File: src/rtl/multicycle_ctrl.sv
// Multicycle control sequencer for the MIPS-subset core: steps each instruction
// through fetch/decode/execute/memory/writeback and drives every datapath control.
module multicycle_ctrl #(
  parameter int WAIT_MAX = 255,
  parameter bit TRAP_ILL = 1'b1
) (
  input  logic       clk,
  input  logic       rst_n,
  input  logic [5:0] opcode,
  input  logic [5:0] funct,
  input  logic       alu_zero,
  input  logic       alu_neg,
  input  logic       mem_ready,
  output logic       mem_req,
  output logic       mem_we,
  output logic       iord,
  output logic       ir_write,
  output logic       pc_write,
  output logic [1:0] pc_src,
  output logic       reg_write,
  output logic [1:0] reg_dst,
  output logic [1:0] mem_to_reg,
  output logic       alu_src_a,
  output logic [1:0] alu_src_b,
  output logic [1:0] ext,
  output logic [1:0] alu_op,
  output logic       status_n,
  output logic       trap,
  output logic       instr_done
);

  typedef enum logic [3:0] {
    S_FETCH  = 4'h0,
    S_DECODE = 4'h1,
    S_EXEC_R = 4'h2,
    S_WB_R   = 4'h3,
    S_ADDR   = 4'h4,
    S_MEM_RD = 4'h5,
    S_WB_LW  = 4'h6,
    S_MEM_WR = 4'h7,
    S_BRANCH = 4'h8,
    S_EXEC_I = 4'h9,
    S_WB_I   = 4'hA,
    S_JUMP   = 4'hB,
    S_JMS_RD = 4'hC,
    S_RST    = 4'hE,
    S_TRAP   = 4'hF
  } state_t;

  localparam logic [5:0] OP_RTYPE = 6'b000000;
  localparam logic [5:0] OP_BLTZ  = 6'b000001;
  localparam logic [5:0] OP_BEQ   = 6'b000100;
  localparam logic [5:0] OP_ORI   = 6'b001101;
  localparam logic [5:0] OP_JRS   = 6'b010010;
  localparam logic [5:0] OP_BALN  = 6'b011011;
  localparam logic [5:0] OP_LW    = 6'b100011;
  localparam logic [5:0] OP_SW    = 6'b101011;

  localparam logic [5:0] FN_SLL   = 6'b000000;
  localparam logic [5:0] FN_JMSUB = 6'b100010;

  localparam logic [7:0] WAIT_LAST = 8'(WAIT_MAX - 1);

  state_t     state_q, state_d;
  logic [7:0] wait_cnt;
  logic       mem_state;
  logic       timeout;

  // Memory-access states are decoded from the state alone so the timeout path
  // does not loop back through the output logic.
  assign mem_state = (state_q == S_FETCH)  || (state_q == S_MEM_RD) ||
                     (state_q == S_MEM_WR) || (state_q == S_JMS_RD);
  assign timeout   = mem_state && !mem_ready && (wait_cnt == WAIT_LAST);

  // NOTE: sequential state uses non-blocking assignments so every register
  // samples the pre-edge values regardless of statement order.
  always_ff @(posedge clk) begin
    if (!rst_n) begin
      state_q  <= S_RST;
      status_n <= 1'b0;
      trap     <= 1'b0;
      wait_cnt <= '0;
    end else begin
      state_q <= state_d;
      if (state_d == S_TRAP)
        trap <= 1'b1;
      if (state_q == S_WB_R)
        status_n <= alu_neg;
      if (state_d != state_q)
        wait_cnt <= '0;
      else if (mem_state && !mem_ready)
        wait_cnt <= wait_cnt + 8'd1;
    end
  end

  // NOTE: every output and state_d gets a default before the case so no path
  // leaves a signal unassigned, which would otherwise infer a latch.
  always_comb begin
    state_d    = state_q;
    mem_req    = 1'b0;
    mem_we     = 1'b0;
    iord       = 1'b0;
    ir_write   = 1'b0;
    pc_write   = 1'b0;
    pc_src     = 2'd0;
    reg_write  = 1'b0;
    reg_dst    = 2'd0;
    mem_to_reg = 2'd0;
    alu_src_a  = 1'b0;
    alu_src_b  = 2'd0;
    ext        = 2'd0;
    alu_op     = 2'd0;
    instr_done = 1'b0;

    case (state_q)
      S_RST: state_d = S_FETCH;

      S_FETCH: begin
        mem_req   = 1'b1;
        alu_src_b = 2'd1;
        if (mem_ready) begin
          ir_write = 1'b1;
          pc_write = 1'b1;
          state_d  = S_DECODE;
        end
      end

      S_DECODE: begin
        alu_src_b = 2'd3;
        case (opcode)
          OP_RTYPE:       state_d = (funct == FN_JMSUB) ? S_JMS_RD : S_EXEC_R;
          OP_LW, OP_SW:   state_d = S_ADDR;
          OP_BEQ, OP_BLTZ: state_d = S_BRANCH;
          OP_ORI:         state_d = S_EXEC_I;
          OP_JRS, OP_BALN: state_d = S_JUMP;
          default: begin
            if (TRAP_ILL) begin
              state_d = S_TRAP;
            end else begin
              state_d    = S_FETCH;
              instr_done = 1'b1;
            end
          end
        endcase
      end

      // The ALU controls stay applied through writeback so alu_neg still
      // reflects the R-type result when status_n captures it.
      S_EXEC_R, S_WB_R: begin
        alu_src_a = 1'b1;
        alu_op    = 2'b10;
        if (funct == FN_SLL) begin
          alu_src_b = 2'd2;
          ext       = 2'b10;
        end
        if (state_q == S_WB_R) begin
          reg_write  = 1'b1;
          reg_dst    = 2'd1;
          instr_done = 1'b1;
          state_d    = S_FETCH;
        end else begin
          state_d = S_WB_R;
        end
      end

      S_ADDR: begin
        alu_src_a = 1'b1;
        alu_src_b = 2'd2;
        state_d   = (opcode == OP_SW) ? S_MEM_WR : S_MEM_RD;
      end

      S_MEM_RD: begin
        mem_req = 1'b1;
        iord    = 1'b1;
        if (mem_ready)
          state_d = S_WB_LW;
      end

      S_WB_LW: begin
        reg_write  = 1'b1;
        mem_to_reg = 2'd1;
        instr_done = 1'b1;
        state_d    = S_FETCH;
      end

      S_MEM_WR: begin
        mem_req = 1'b1;
        iord    = 1'b1;
        mem_we  = 1'b1;
        if (mem_ready) begin
          instr_done = 1'b1;
          state_d    = S_FETCH;
        end
      end

      // bltz encodes rt=$0, so rs-rt with the rt source yields rs-0.
      S_BRANCH: begin
        alu_src_a  = 1'b1;
        alu_op     = 2'b01;
        instr_done = 1'b1;
        state_d    = S_FETCH;
        if (((opcode == OP_BEQ) && alu_zero) || ((opcode == OP_BLTZ) && alu_neg)) begin
          pc_write = 1'b1;
          pc_src   = 2'd1;
        end
      end

      S_EXEC_I: begin
        alu_src_a = 1'b1;
        alu_src_b = 2'd2;
        ext       = 2'b01;
        alu_op    = 2'b11;
        state_d   = S_WB_I;
      end

      S_WB_I: begin
        reg_write  = 1'b1;
        instr_done = 1'b1;
        state_d    = S_FETCH;
      end

      S_JUMP: begin
        instr_done = 1'b1;
        state_d    = S_FETCH;
        if (opcode == OP_JRS) begin
          pc_write = 1'b1;
          pc_src   = 2'd2;
        end else if (status_n) begin
          pc_write   = 1'b1;
          pc_src     = 2'd1;
          reg_write  = 1'b1;
          reg_dst    = 2'd2;
          mem_to_reg = 2'd2;
        end
      end

      S_JMS_RD: begin
        mem_req = 1'b1;
        iord    = 1'b1;
        if (mem_ready) begin
          pc_write   = 1'b1;
          pc_src     = 2'd3;
          reg_write  = 1'b1;
          reg_dst    = 2'd2;
          mem_to_reg = 2'd2;
          instr_done = 1'b1;
          state_d    = S_FETCH;
        end
      end

      S_TRAP: state_d = S_TRAP;

      default: state_d = S_TRAP;
    endcase

    if (timeout)
      state_d = S_TRAP;
  end

endmodule

File: config.mk
export PLATFORM = sky130hd
export DESIGN_NAME = multicycle_ctrl
export DESIGN_NICKNAME = d
export VERILOG_FILES = /design/src/rtl/multicycle_ctrl.sv
export SDC_FILE = /design/constraint.sdc
export NUM_CORES = 1
export LEC_CHECK = 0
export ABC_CLOCK_PERIOD_IN_PS = 6200
export BUFFER_PORTS_ARGS = -buffer_cell sky130_fd_sc_hd__clkbuf_2
export CORE_AREA = 2 2 51 53
export CTS_BUF_LIST = sky130_fd_sc_hd__clkbuf_8
export DETAILED_ROUTE_END_ITERATION = 10
export DIE_AREA = 0 0 53 55
export PLACE_DENSITY = 0.85
export SLEW_MARGIN = 20
export SYNTH_ARGS = -nofsm -noshare
export SYNTH_HDL_FRONTEND = slang
export SYNTH_SLANG_ARGS = --single-unit
File: constraint.sdc
create_clock -name clk -period 6.2 [get_ports clk]
set_input_delay 0.31 -clock clk [delete_from_list [all_inputs] [get_ports clk]]
set_output_delay 0.31 -clock clk [all_outputs]
set_load 0.02 [all_outputs]
==> metrics.md, run 1 <==
| Metric | Value |
|---|---|
| Standard-cell rows | 18 |
| Initial standard-cell utilization of the core | 0.565 |
| Fraction of the yosys area taken by sequential cells | 0.210 |
| Maximum number of pins on one net before global-route repair | 28 |
| DP Wirelength | 2530 um |
| Timing-limited maximum frequency | ~360 MHz |
| Via density | 5.96 |
| Worst setup path class | reg2reg |
| Setup Skew | between 0.0004 and 0.0005 ns |
| Buffer cell driving the clock tree root | clkbuf_8 |
| Starting DRC count in detailed routing | 57 |
| Number of detailed-routing iterations run before antenna repair | 4 |
| Average footprint of a synthesized cell | 7.50 um^2 |
| Residual DRC | 0 |
| Number of distinct library cells after synthesis | 51 |
| Vias after detailed routing | 1419 |
| Power density over the cells | 223 nW/um^2 |
| Level count of the clock H-tree | 1 |
| GR Util All Layers | 0.245 |
| Number of buffer cells added on primary ports | 38 |
| Congestion Overflow GR | 0 |
| Syn Nets | 197 |
| Number of clock sinks | 14 |
| Bufs on Longest Clock Path | 2 |
| Fraction of layout instances using a drive strength above 1 | 0.293 |
| Clock slew seen by the registers of the worst setup and hold paths | 0.06 ns |
| Shortest period the worst path allows | 2.74 ns |
| Crit path buf inv count | 0 |
| Number of enable-type register cells in the synthesized netlist | 0 |
| Die Height | 55 um |
| Commonest register cell after synthesis | dfxtp_1 |
| Via count of the first global-routing pass | 1202 |
| Startpoint Class | flip-flop |
| Aggregate negative setup slack | 0 ns |
| CP max stage cell | dfxtp_1 |
| Area of the core | 2360 um^2 |
| Final setup margin | 3.46 ns |
| Gp weighted congestion | 0.796 |
| Diodes inserted | 0 |
| Worst slack at placement | between 3 and 4 ns |
| Total CTS buffers | 3 |
| Async set-reset flop share out of synthesis | 0 |
| Antenna violations before repair | 0 |
| Area added between synthesis and finish | 17.1% |
| RSZ-0062 raised after global routing | no |
| Synth warn | 0 |
| CTS tree | yes |
| Crit path max-delay family | compound AO/OA/AOI/OAI gates |
| Worst-Skew Late Latency | 0.25 ns |
| IO Pins | 39 |
| Die W | 53 um |
| Peak VDD IR | about 0.19 mV |
| Hold-fix buffers at CTS | 0 |
| Post-synthesis instance total | between 150 and 200 |
| Total Die Area | 2920 um^2 |
| Number of max-cap violations | 0 |
| Post-CTS setup buffer count | 0 |
| Result of the run | finished clean |
| Max stage delay on crit path | 0.95 ns |
| Synth area leaders | dfxtp_1, nand2_1, nor3_2, nand4_1, nor2_1 |
| Post-route insts no fill | 238 |
| Antenna Nets Post-Route | 0 |
| Worst min path class | in2reg |
| Post-synth top area share | 0.210 |
| FILL cells | about 210 |
| Cell taking the most area after synthesis | dfxtp_1 |
| Per-cell routed wire length | 14.3 um |
| Flops & latches, synth | 14 |
| Wire length after detailed routing | ~3400 um |
| Summed instance area of the synthesized netlist | between 1000 and 1500 um^2 |
| Critical path, cell by cell | nor2_2 > a31oi_2 > or3_1 > nand2_1 > a211o_1 > a21o_4 > a2111oi_4 |
| Count of nets after finishing | 228 |
| Critical Path AT | 2.89 ns |
| Largest fanout on the critical path | 27 |
| Max-slew violation total from the final report | 0 |
| Count of final hold-check violations | 0 |
| Share of the clock period used by the worst path after layout | 0.442 |
| Rel. slew slack | 0.358 |
| Actual transition at the worst max-transition pin | 0.962 ns |
| CP endpoint kind | flip-flop |
| Leakage power | ~0.66 nW |
| Post-placement cell count | around 230 |
| Number of cells upsized or downsized after cts | 0 |
| Final number of setup-violating endpoints | 0 |
| CP Data Required Time | 6.35 ns |
| Wire length of the first global-routing pass | 5330 um |
| Design Power | 349 uW |
worst reg2reg max path: cells and delay by family, from the launching register on:
kind            cells  cell delay, ns
compound gates      4            1.06
simple gates        3            0.63
flops               1            0.95
cell families after synthesis:
| family | after synthesis | synth area share |
|---|---|---|
| flip-flops | 14 | 0.210 |
| adder cells (fa/ha/maj) | 2 | 0.0187 |
| XOR/XNOR | 10 | 0.0797 |
| buffers and inverters | 22 | 0.0694 |
| AND/OR/NAND/NOR | 89 | 0.380 |
| multiplexers | 2 | 0.0150 |
| AO/OA/AOI/OAI | 39 | 0.228 |
cell usage in the layout (no fill, tap or decap), drive strengths merged, types with 2 or more instances in the layout:
cell type,netlist,final
a2111oi,2,2
a211o,2,2
a21oi,9,9
a311oi,2,2
a31oi,3,3
and2,2,2
and3,2,2
clkbuf,5,42
dfxtp,14,14
ha,2,2
inv,10,10
mux2i,2,2
nand2,27,27
nand2b,3,3
nand3,2,2
nand3b,2,2
nand4,11,11
nor2,16,16
nor2b,4,4
nor3,10,10
nor4,4,4
o211ai,4,4
o21a,2,2
o21ai,7,7
o22ai,2,2
or4,2,2
xnor2,4,4
xor2,6,6
final timing paths:
kind	startpoint	to	slack (ns)	cells after the start
max	state_q[1]	wait_cnt[1]	3.46	7
min	rst_n	state_q[3]	0.28	2
max reg2reg	state_q[1]	wait_cnt[1]	3.46	7
min reg2reg	trap	trap	0.51	1
cells in the mapped netlist (3+ instances only):
library cell,instances
nand2_1,27
nor3_1,3
buf_2,5
nand2b_1,3
dfxtp_1,14
nor2_1,15
inv_1,10
a21oi_1,9
nor3_2,7
xnor2_1,4
o21ai_0,6
xor2_1,5
clkbuf_1,5
nor4_1,3
nor2b_1,4
nand4_1,10
registers in the layout (all words and copies together), names as in the netlist:
signal / cells
state_q: 4
status_n: 1
wait_cnt: 8
trap: 1
through the flow:
stage | utilization | instance area, um^2 | hold slack [ns]
6_report | 0.661 | 1560 | 0.279
5_1_grt | 0.661 | 1560 | 0.290
4_1_cts | 0.661 | 1560 | 0.277
3_5_place_dp | 0.638 | 1510 | 0.493
3_3_place_gp | 0.638 | 1510 | 0.473
2_1_floorplan | - | 1340 | 0.372
cell type report:
cell class,instances,area [um^2],area share
multi-input cells,142,962,0.616
inverters,10,37.5,0.0240
flip-flops and latches,14,280,0.179
well taps,30,37.5,0.0240
repair buffers,38,190,0.122
clock buffers,4,55.1,0.0352
metal layers:
layer,global-route usage,routed length [um]
met5,0,0
met1,0.349,1570
met3,0.0323,148
met4,0.0513,8
met2,0.398,1670
power by group:
part	switching [mW]	internal, mW	total [mW]
combinational	0.0889	0.0505	0.139
sequential	0.0244	0.0946	0.119
clock	0.0338	0.0563	0.0901
total	0.147	0.201	0.349
No activity file was read; power rests on OpenSTA's default activity.
==> inputs of run 2 (changes only) <==
==> config.mk (replaced) <==
export PLATFORM = sky130hd
export DESIGN_NAME = multicycle_ctrl
export DESIGN_NICKNAME = d
export VERILOG_FILES = /design/src/rtl/multicycle_ctrl.sv
export SDC_FILE = /design/constraint.sdc
export NUM_CORES = 1
export LEC_CHECK = 0
export ABC_CLOCK_PERIOD_IN_PS = 2400
export BUFFER_PORTS_ARGS = -buffer_cell sky130_fd_sc_hd__clkbuf_2
export CORE_AREA = 2 2 56 58
export CTS_BUF_LIST = sky130_fd_sc_hd__clkbuf_8
export DETAILED_ROUTE_END_ITERATION = 10
export DIE_AREA = 0 0 58 60
export PLACE_DENSITY = 0.75
export SLEW_MARGIN = 20
export SYNTH_ARGS = -nofsm -noshare
export SYNTH_HDL_FRONTEND = slang
export SYNTH_SLANG_ARGS = --single-unit
==> constraint.sdc (replaced) <==
create_clock -name clk -period 2.4 [get_ports clk]
set_input_delay 0.12 -clock clk [delete_from_list [all_inputs] [get_ports clk]]
set_output_delay 0.12 -clock clk [all_outputs]
set_load 0.02 [all_outputs]
==> metrics.md, run 2 (synthesized netlist as in run 1, its figures left out) <==
| Metric | Value |
|---|---|
| Vias after detailed routing | 1389 (was 1419) |
| Critical Path AT | 2.32 ns (was 2.89 ns) |
| Congestion Overflow GR | 0 (unchanged) |
| Antenna Nets Post-Route | 0 (unchanged) |
| Aggregate negative setup slack | 0 ns (unchanged) |
| Wire length of the first global-routing pass | 5530 um (was 5330 um) |
| Count of final hold-check violations | 0 (unchanged) |
| Top library cells by usage in the layout, fill and taps aside | clkbuf_2, nand2_1, nor2_1, dfxtp_1 (unchanged) |
| DP Wirelength | 2550 um (was 2530 um) |
| Final number of setup-violating endpoints | 0 (unchanged) |
| Hold EP | state_q[3] (unchanged) |
| Power density over the cells | 548 nW/um^2 (was 223 nW/um^2) |
| Max reg flops | 8 (unchanged) |
| Worst setup path class | reg2reg (unchanged) |
| Hold-fix buffers at CTS | 0 (unchanged) |
| Number of detailed-routing iterations run before antenna repair | 4 (unchanged) |
| Total CTS buffers | 3 (unchanged) |
| Worst min path class | in2reg (unchanged) |
| Area added between synthesis and finish | 19.7% (was 17.1%) |
| Detail Route met2 WL | 1470 um (was 1670 um) |
| Top routing layer in use | met3 (was met4) |
| Standard-cell rows | 20 (was 18) |
| Die Height | 60 um (was 55 um) |
| Max-slew violation total from the final report | 0 (unchanged) |
| CTS tree | yes (unchanged) |
| Result of the run | finished clean (unchanged) |
| Setup Skew | 0.00577 ns (was 0.000447 ns) |
| Gp weighted congestion | 0.832 (was 0.796) |
| Number of buffer cells added on primary ports | 38 (unchanged) |
| Residual DRC | 0 (unchanged) |
| Number of max-cap violations | 0 (unchanged) |
| Met3 layer wire length in the routed design | 109 um (was 148 um) |
| Number of cells on the worst hold path | 2 (unchanged) |
| Hold WS | 0.106 ns (was 0.279 ns) |
| Maximum number of pins on one net before global-route repair | 20 (was 28) |
| Timing-limited maximum frequency | 460 MHz (was 365 MHz) |
| Clock slew seen by the registers of the worst setup and hold paths | 0.05 ns (was 0.06 ns) |
| Largest fanout on the critical path | 9 (was 27) |
| Number of cells upsized or downsized after cts | 0 (unchanged) |
| Shortest period the worst path allows | 2.18 ns (was 2.74 ns) |
| Critical path, cell by cell | nand2b_1 > a31oi_2 > or3_1 > o21ai_2 > a31oi_1 > a21o_4 > a2111oi_4 (was nor2_2 > a31oi_2 > or3_1 > nand2_1 > a211o_1 > a21o_4 > a2111oi_4) |
| Buffer cell driving the clock tree root | clkbuf_8 (unchanged) |
| CP max stage cell | or3_1 (was dfxtp_1) |
| Wire length after detailed routing | 3200 um (was 3400 um) |
| GR Util All Layers | 0.199 (was 0.245) |
| Number of clock sinks | 14 (unchanged) |
| Final core utilization | 0.550 (was 0.661) |
| Max stage delay on crit path | 0.53 ns (was 0.95 ns) |
| Worst-Skew Late Latency | 0.24 ns (was 0.25 ns) |
| RSZ-0062 raised after global routing | no (unchanged) |
| Startpoint Class | flip-flop (unchanged) |
| CP Data Required Time | 2.55 ns (was 6.35 ns) |
| Reg-to-reg endpoint | wait_cnt[1] (unchanged) |
| Diodes inserted | 0 (unchanged) |
| Post-CTS setup buffer count | 0 (unchanged) |
| Antenna violations before repair | 0 (unchanged) |
| Starting DRC count in detailed routing | 67 (was 57) |
| Count of nets after finishing | 234 (was 228) |
| Die W | 58 um (was 53 um) |
| Wire length on met1 | 1610 um (was 1570 um) |
| Leakage power | 0.678 nW (was 0.655 nW) |
| Via density | 5.65 (was 5.96) |
| Worst r2r src | state_q[3] (was state_q[1]) |
| Peak VDD IR | 0.502 mV (was 0.193 mV) |
| Crit path buf inv count | 0 (unchanged) |
| Crit path max-delay family | compound AO/OA/AOI/OAI gates (unchanged) |
| Actual transition at the worst max-transition pin | 0.552 ns (was 0.962 ns) |
| Area of the core | 2900 um^2 (was 2360 um^2) |
| CP endpoint kind | flip-flop (unchanged) |
| Share of the clock period used by the worst path after layout | 0.906 (was 0.442) |
| Largest registers | wait_cnt (8), state_q (4) (unchanged) |
| Initial standard-cell utilization of the core | 0.460 (was 0.565) |
| Total Die Area | 3480 um^2 (was 2920 um^2) |
| Most common cell after layout, fill and taps aside | clkbuf_2 (unchanged) |
| Bufs on Longest Clock Path | 2 (unchanged) |
| Register bank with the most flops | wait_cnt (unchanged) |
| IO Pins | 39 (unchanged) |
| Via count of the first global-routing pass | 1195 (was 1202) |
| R2R depth | 7 (unchanged) |
| Beginning of the worst hold path | rst_n (unchanged) |
| Per-cell routed wire length | 13.0 um (was 14.3 um) |
| Level count of the clock H-tree | 1 (unchanged) |
| Fraction of layout instances using a drive strength above 1 | 0.310 (was 0.293) |
| Reg-to-reg setup timing slack | 0.22 ns (was 3.46 ns) |
| Rel. slew slack | 0.630 (was 0.358) |
-- run 2: cell count changes in the layout (fill, tap and decap cells not counted), sizes merged --
cell	delta
buf	+6
clkbuf	-1
-- run 2: power by group --
part / internal (mW) / switching [mW]
logic: 0.150 / 0.277
registers: 0.245 / 0.0190
clock network: 0.111 / 0.0746
-- run 2: routing by layer --
layer,GRT usage,vias to the layer above
met3,0.0390,0
li1,-,711
met4,0.00997,0
met1,0.300,652
met2,0.305,26
met5,0,-
-- run 2: cell type report --
cell class	count	area, um^2
Sequential cell	14	280
Clock buffer	3	41.3
Fill cell	273	1310
Timing Repair Buffer	44	235
Tap cell	33	41.3
Multi-Input combinational cell	142	962
Inverter	10	37.5
-- run 2: worst max-delay path by stage --
stage	cells after the start	start	slack, ns	end
final	7	state_q[3]	0.22	wait_cnt[1]
after floorplan	6	state_q[0]	0.36	status_n
after global placement	7	state_q[3]	0.33	wait_cnt[1]
after CTS	7	state_q[3]	0.23	wait_cnt[1]
after detailed placement	7	state_q[3]	0.25	wait_cnt[1]
after global routing	7	state_q[3]	0.08	wait_cnt[1]
-- run 2: stage by stage --
step / instance area [um^2] / total power, mW / setup WS [ns] / cells
after floorplan: 1340 / 0.575 / 0.361 / 178
after global placement: 1560 / 0.692 / 0.333 / 243
after detailed placement: 1560 / 0.692 / 0.250 / 243
after CTS: 1600 / 0.880 / 0.225 / 246
after global routing: 1600 / 0.933 / 0.0825 / 246
final: 1600 / 0.875 / 0.225 / 246
==> inputs of run 3 (changes only) <==
==> config.mk (replaced) <==
export PLATFORM = sky130hd
export DESIGN_NAME = multicycle_ctrl
export DESIGN_NICKNAME = d
export VERILOG_FILES = /design/src/rtl/multicycle_ctrl.sv
export SDC_FILE = /design/constraint.sdc
export NUM_CORES = 1
export LEC_CHECK = 0
export ABC_CLOCK_PERIOD_IN_PS = 2800
export BUFFER_PORTS_ARGS = -buffer_cell sky130_fd_sc_hd__clkbuf_2
export CORE_AREA = 2 2 51 53
export CTS_BUF_LIST = sky130_fd_sc_hd__clkbuf_8
export DETAILED_ROUTE_END_ITERATION = 10
export DIE_AREA = 0 0 53 55
export PLACE_DENSITY = 0.85
export RECOVER_POWER = 50
export SLEW_MARGIN = 20
export SYNTH_ARGS = -nofsm -noshare
export SYNTH_HDL_FRONTEND = slang
export SYNTH_SLANG_ARGS = --single-unit
==> constraint.sdc (replaced) <==
create_clock -name clk -period 2.8 [get_ports clk]
set_input_delay 0.14 -clock clk [delete_from_list [all_inputs] [get_ports clk]]
set_output_delay 0.14 -clock clk [all_outputs]
set_load 0.02 [all_outputs]
==> metrics.md, run 3 (synthesized netlist as in run 1, its figures left out) <==
| Metric | Value |
|---|---|
| Result of the run | finished clean (unchanged) |
| Antenna violations before repair | 0 (unchanged) |
| Total net switching power | 319 uW (was 370 uW) |
| Fraction of layout instances using a drive strength above 1 | 0.219 (was 0.310) |
| Level count of the clock H-tree | 1 (unchanged) |
| Share of total power in combinational logic | 0.462 (was 0.487) |
| CP Data Required Time | 2.92 ns (was 2.55 ns) |
| Actual transition at the worst max-transition pin | 0.555 ns (was 0.552 ns) |
| Hold-fix buffers at CTS | 0 (unchanged) |
| Aggregate negative setup slack | 0 ns (unchanged) |
| CTS tree | yes (unchanged) |
| Most common cell after layout, fill and taps aside | nand2_1 (was clkbuf_2) |
| Buffer cell driving the clock tree root | clkbuf_8 (unchanged) |
| Starting DRC count in detailed routing | 32 (was 67) |
| Timing-limited maximum frequency | 392 MHz (was 460 MHz) |
| FILL cells | 228 (was 273) |
| Die W | 53 um (was 58 um) |
| Wire length after detailed routing | 3330 um (was 3200 um) |
| Sw frac | 0.434 (was 0.423) |
| Post-CTS setup buffer count | 0 (unchanged) |
| Wire length of the first global-routing pass | 5020 um (was 5530 um) |
| Total Die Area | 2920 um^2 (was 3480 um^2) |
| CP endpoint kind | flip-flop (unchanged) |
| Final setup margin | 0.247 ns (was 0.225 ns) |
| Antenna Nets Post-Route | 0 (unchanged) |
| Count of final hold-check violations | 0 (unchanged) |
| Bufs on Longest Clock Path | 2 (unchanged) |
| Worst slack at placement | 0.434 ns (was 0.250 ns) |
| Leakage power | 0.607 nW (was 0.678 nW) |
| Standard-cell rows | 18 (was 20) |
| Max reg flops | 8 (unchanged) |
| Maximum number of pins on one net before global-route repair | 27 (was 20) |
| IO Pins | 39 (unchanged) |
| Number of clock sinks | 14 (unchanged) |
| Rel. slew slack | 0.628 (was 0.630) |
| Worst min path class | in2reg (unchanged) |
| Top library cells by usage in the layout, fill and taps aside | nand2_1, clkbuf_2, clkbuf_1, nor2_1, dfxtp_1 (was clkbuf_2, nand2_1, nor2_1, dfxtp_1) |
| Gp weighted congestion | 0.877 (was 0.832) |
| Shortest period the worst path allows | 2.55 ns (was 2.18 ns) |
| Total CTS buffers | 3 (unchanged) |
| Startpoint Class | flip-flop (unchanged) |
| RSZ-0062 raised after global routing | no (unchanged) |
| Setup Skew | 0.000853 ns (was 0.00577 ns) |
| Congestion Overflow GR | 0 (unchanged) |
| Area of the core | 2360 um^2 (was 2900 um^2) |
| Die Height | 55 um (was 60 um) |
| Area added between synthesis and finish | 15.6% (was 19.7%) |
| Via count of the first global-routing pass | 1137 (was 1195) |
| Worst setup path class | reg2reg (unchanged) |
| Max-slew violation total from the final report | 0 (unchanged) |
| Cell-internal power | 416 uW (was 505 uW) |
| Share of the clock period used by the worst path after layout | 0.912 (was 0.906) |
| GR Util All Layers | 0.235 (was 0.199) |
| Worst-Skew Late Latency | 0.25 ns (was 0.24 ns) |
| Number of max-cap violations | 0 (unchanged) |
| Clock slew seen by the registers of the worst setup and hold paths | 0.05 ns (about the same) |
| Diodes inserted | 0 (unchanged) |
| Largest registers | wait_cnt (8), state_q (4) (unchanged) |
| Peak VDD IR | 0.372 mV (was 0.502 mV) |
| Per-cell routed wire length | 13.9 um (was 13.0 um) |
| Part of the total power dissipated in sequential elements | 0.315 (was 0.301) |
| Number of detailed-routing iterations run before antenna repair | 4 (unchanged) |
| Clk network pwr share | 0.223 (was 0.212) |
| Vias after detailed routing | 1395 (was 1389) |
| Number of buffer cells added on primary ports | 38 (unchanged) |
| Count of nets after finishing | 231 (was 234) |
| Via density | 5.81 (was 5.65) |
| Final number of setup-violating endpoints | 0 (unchanged) |
| Power density over the cells | 477 nW/um^2 (was 548 nW/um^2) |
| DP Wirelength | 2580 um (was 2550 um) |
| Number of cells upsized or downsized after cts | 0 (unchanged) |
| Register bank with the most flops | wait_cnt (unchanged) |
| Initial standard-cell utilization of the core | 0.565 (was 0.460) |
| Largest fanout on the critical path | 13 (was 9) |
| Residual DRC | 0 (unchanged) |
| Critical Path AT | 2.67 ns (was 2.32 ns) |
-- run 3: changes by cell type in the layout (fill, tap and decap cells not counted) --
cell / delta
buf_4: -4
a31oi_1: +1
clkbuf_1: +16
clkbuf_2: -15
a31oi_2: -1
-- run 3: worst max-delay path, stage by stage, from the launching register on --
cell      delay (ns)
dfxtp_1         0.55
clkbuf_1        0.46
inv_1           0.21
o21ai_0         0.20
a22oi_1         0.09
a211o_1         0.33
nand4_4         0.13
xor2_4          0.35
nor3_2          0.10
-- run 3: worst paths after layout --
check / cells after the start / slack, ns / startpoint / to
max: 8 / 0.25 / state_q[0] / wait_cnt[3]
min: 2 / 0.12 / rst_n / state_q[3]
max reg2reg: 8 / 0.25 / state_q[0] / wait_cnt[3]
min reg2reg: 1 / 0.50 / trap / trap
-- run 3: power by group through the flow --
| stage | registers (mW) | logic (mW) | clock network [mW] |
|---|---|---|---|
| after floorplan | 0.219 | 0.274 | 0 |
| after global placement | 0.234 | 0.338 | 0 |
| after detailed placement | 0.235 | 0.347 | 0 |
| after CTS | 0.231 | 0.349 | 0.168 |
| after global routing | 0.234 | 0.374 | 0.175 |
| final | 0.232 | 0.340 | 0.164 |
-- run 3: metal layers --
metal	vias up	part of all wire	global-route usage
met5	-	0	0
met2	36	0.50	0.415
met1	650	0.46	0.308
li1	707	-	-
met3	2	0.037	0.0242
met4	0	0.0057	0.0641
-- run 3: final cells by class --
class	instances	area (um^2)	area share
Clock buffer	3	41.3	0.0268
Tap cell	30	37.5	0.0243
Inverter	10	37.5	0.0243
Timing Repair Buffer	41	190	0.123
Sequential cell	14	280	0.182
Multi-Input combinational cell	142	956	0.620
-- run 3: stage by stage --
stage                     total power [mW]  instances  area, um^2  utilization  hold WS, ns
after floorplan                      0.493        178        1340            -        0.202
after global placement               0.572        237        1530        0.647        0.379
after detailed placement             0.582        237        1530        0.647        0.372
after CTS                            0.748        240        1570        0.665        0.117
after global routing                 0.783        240        1540        0.652        0.140
final                                0.736        240        1540        0.652        0.121
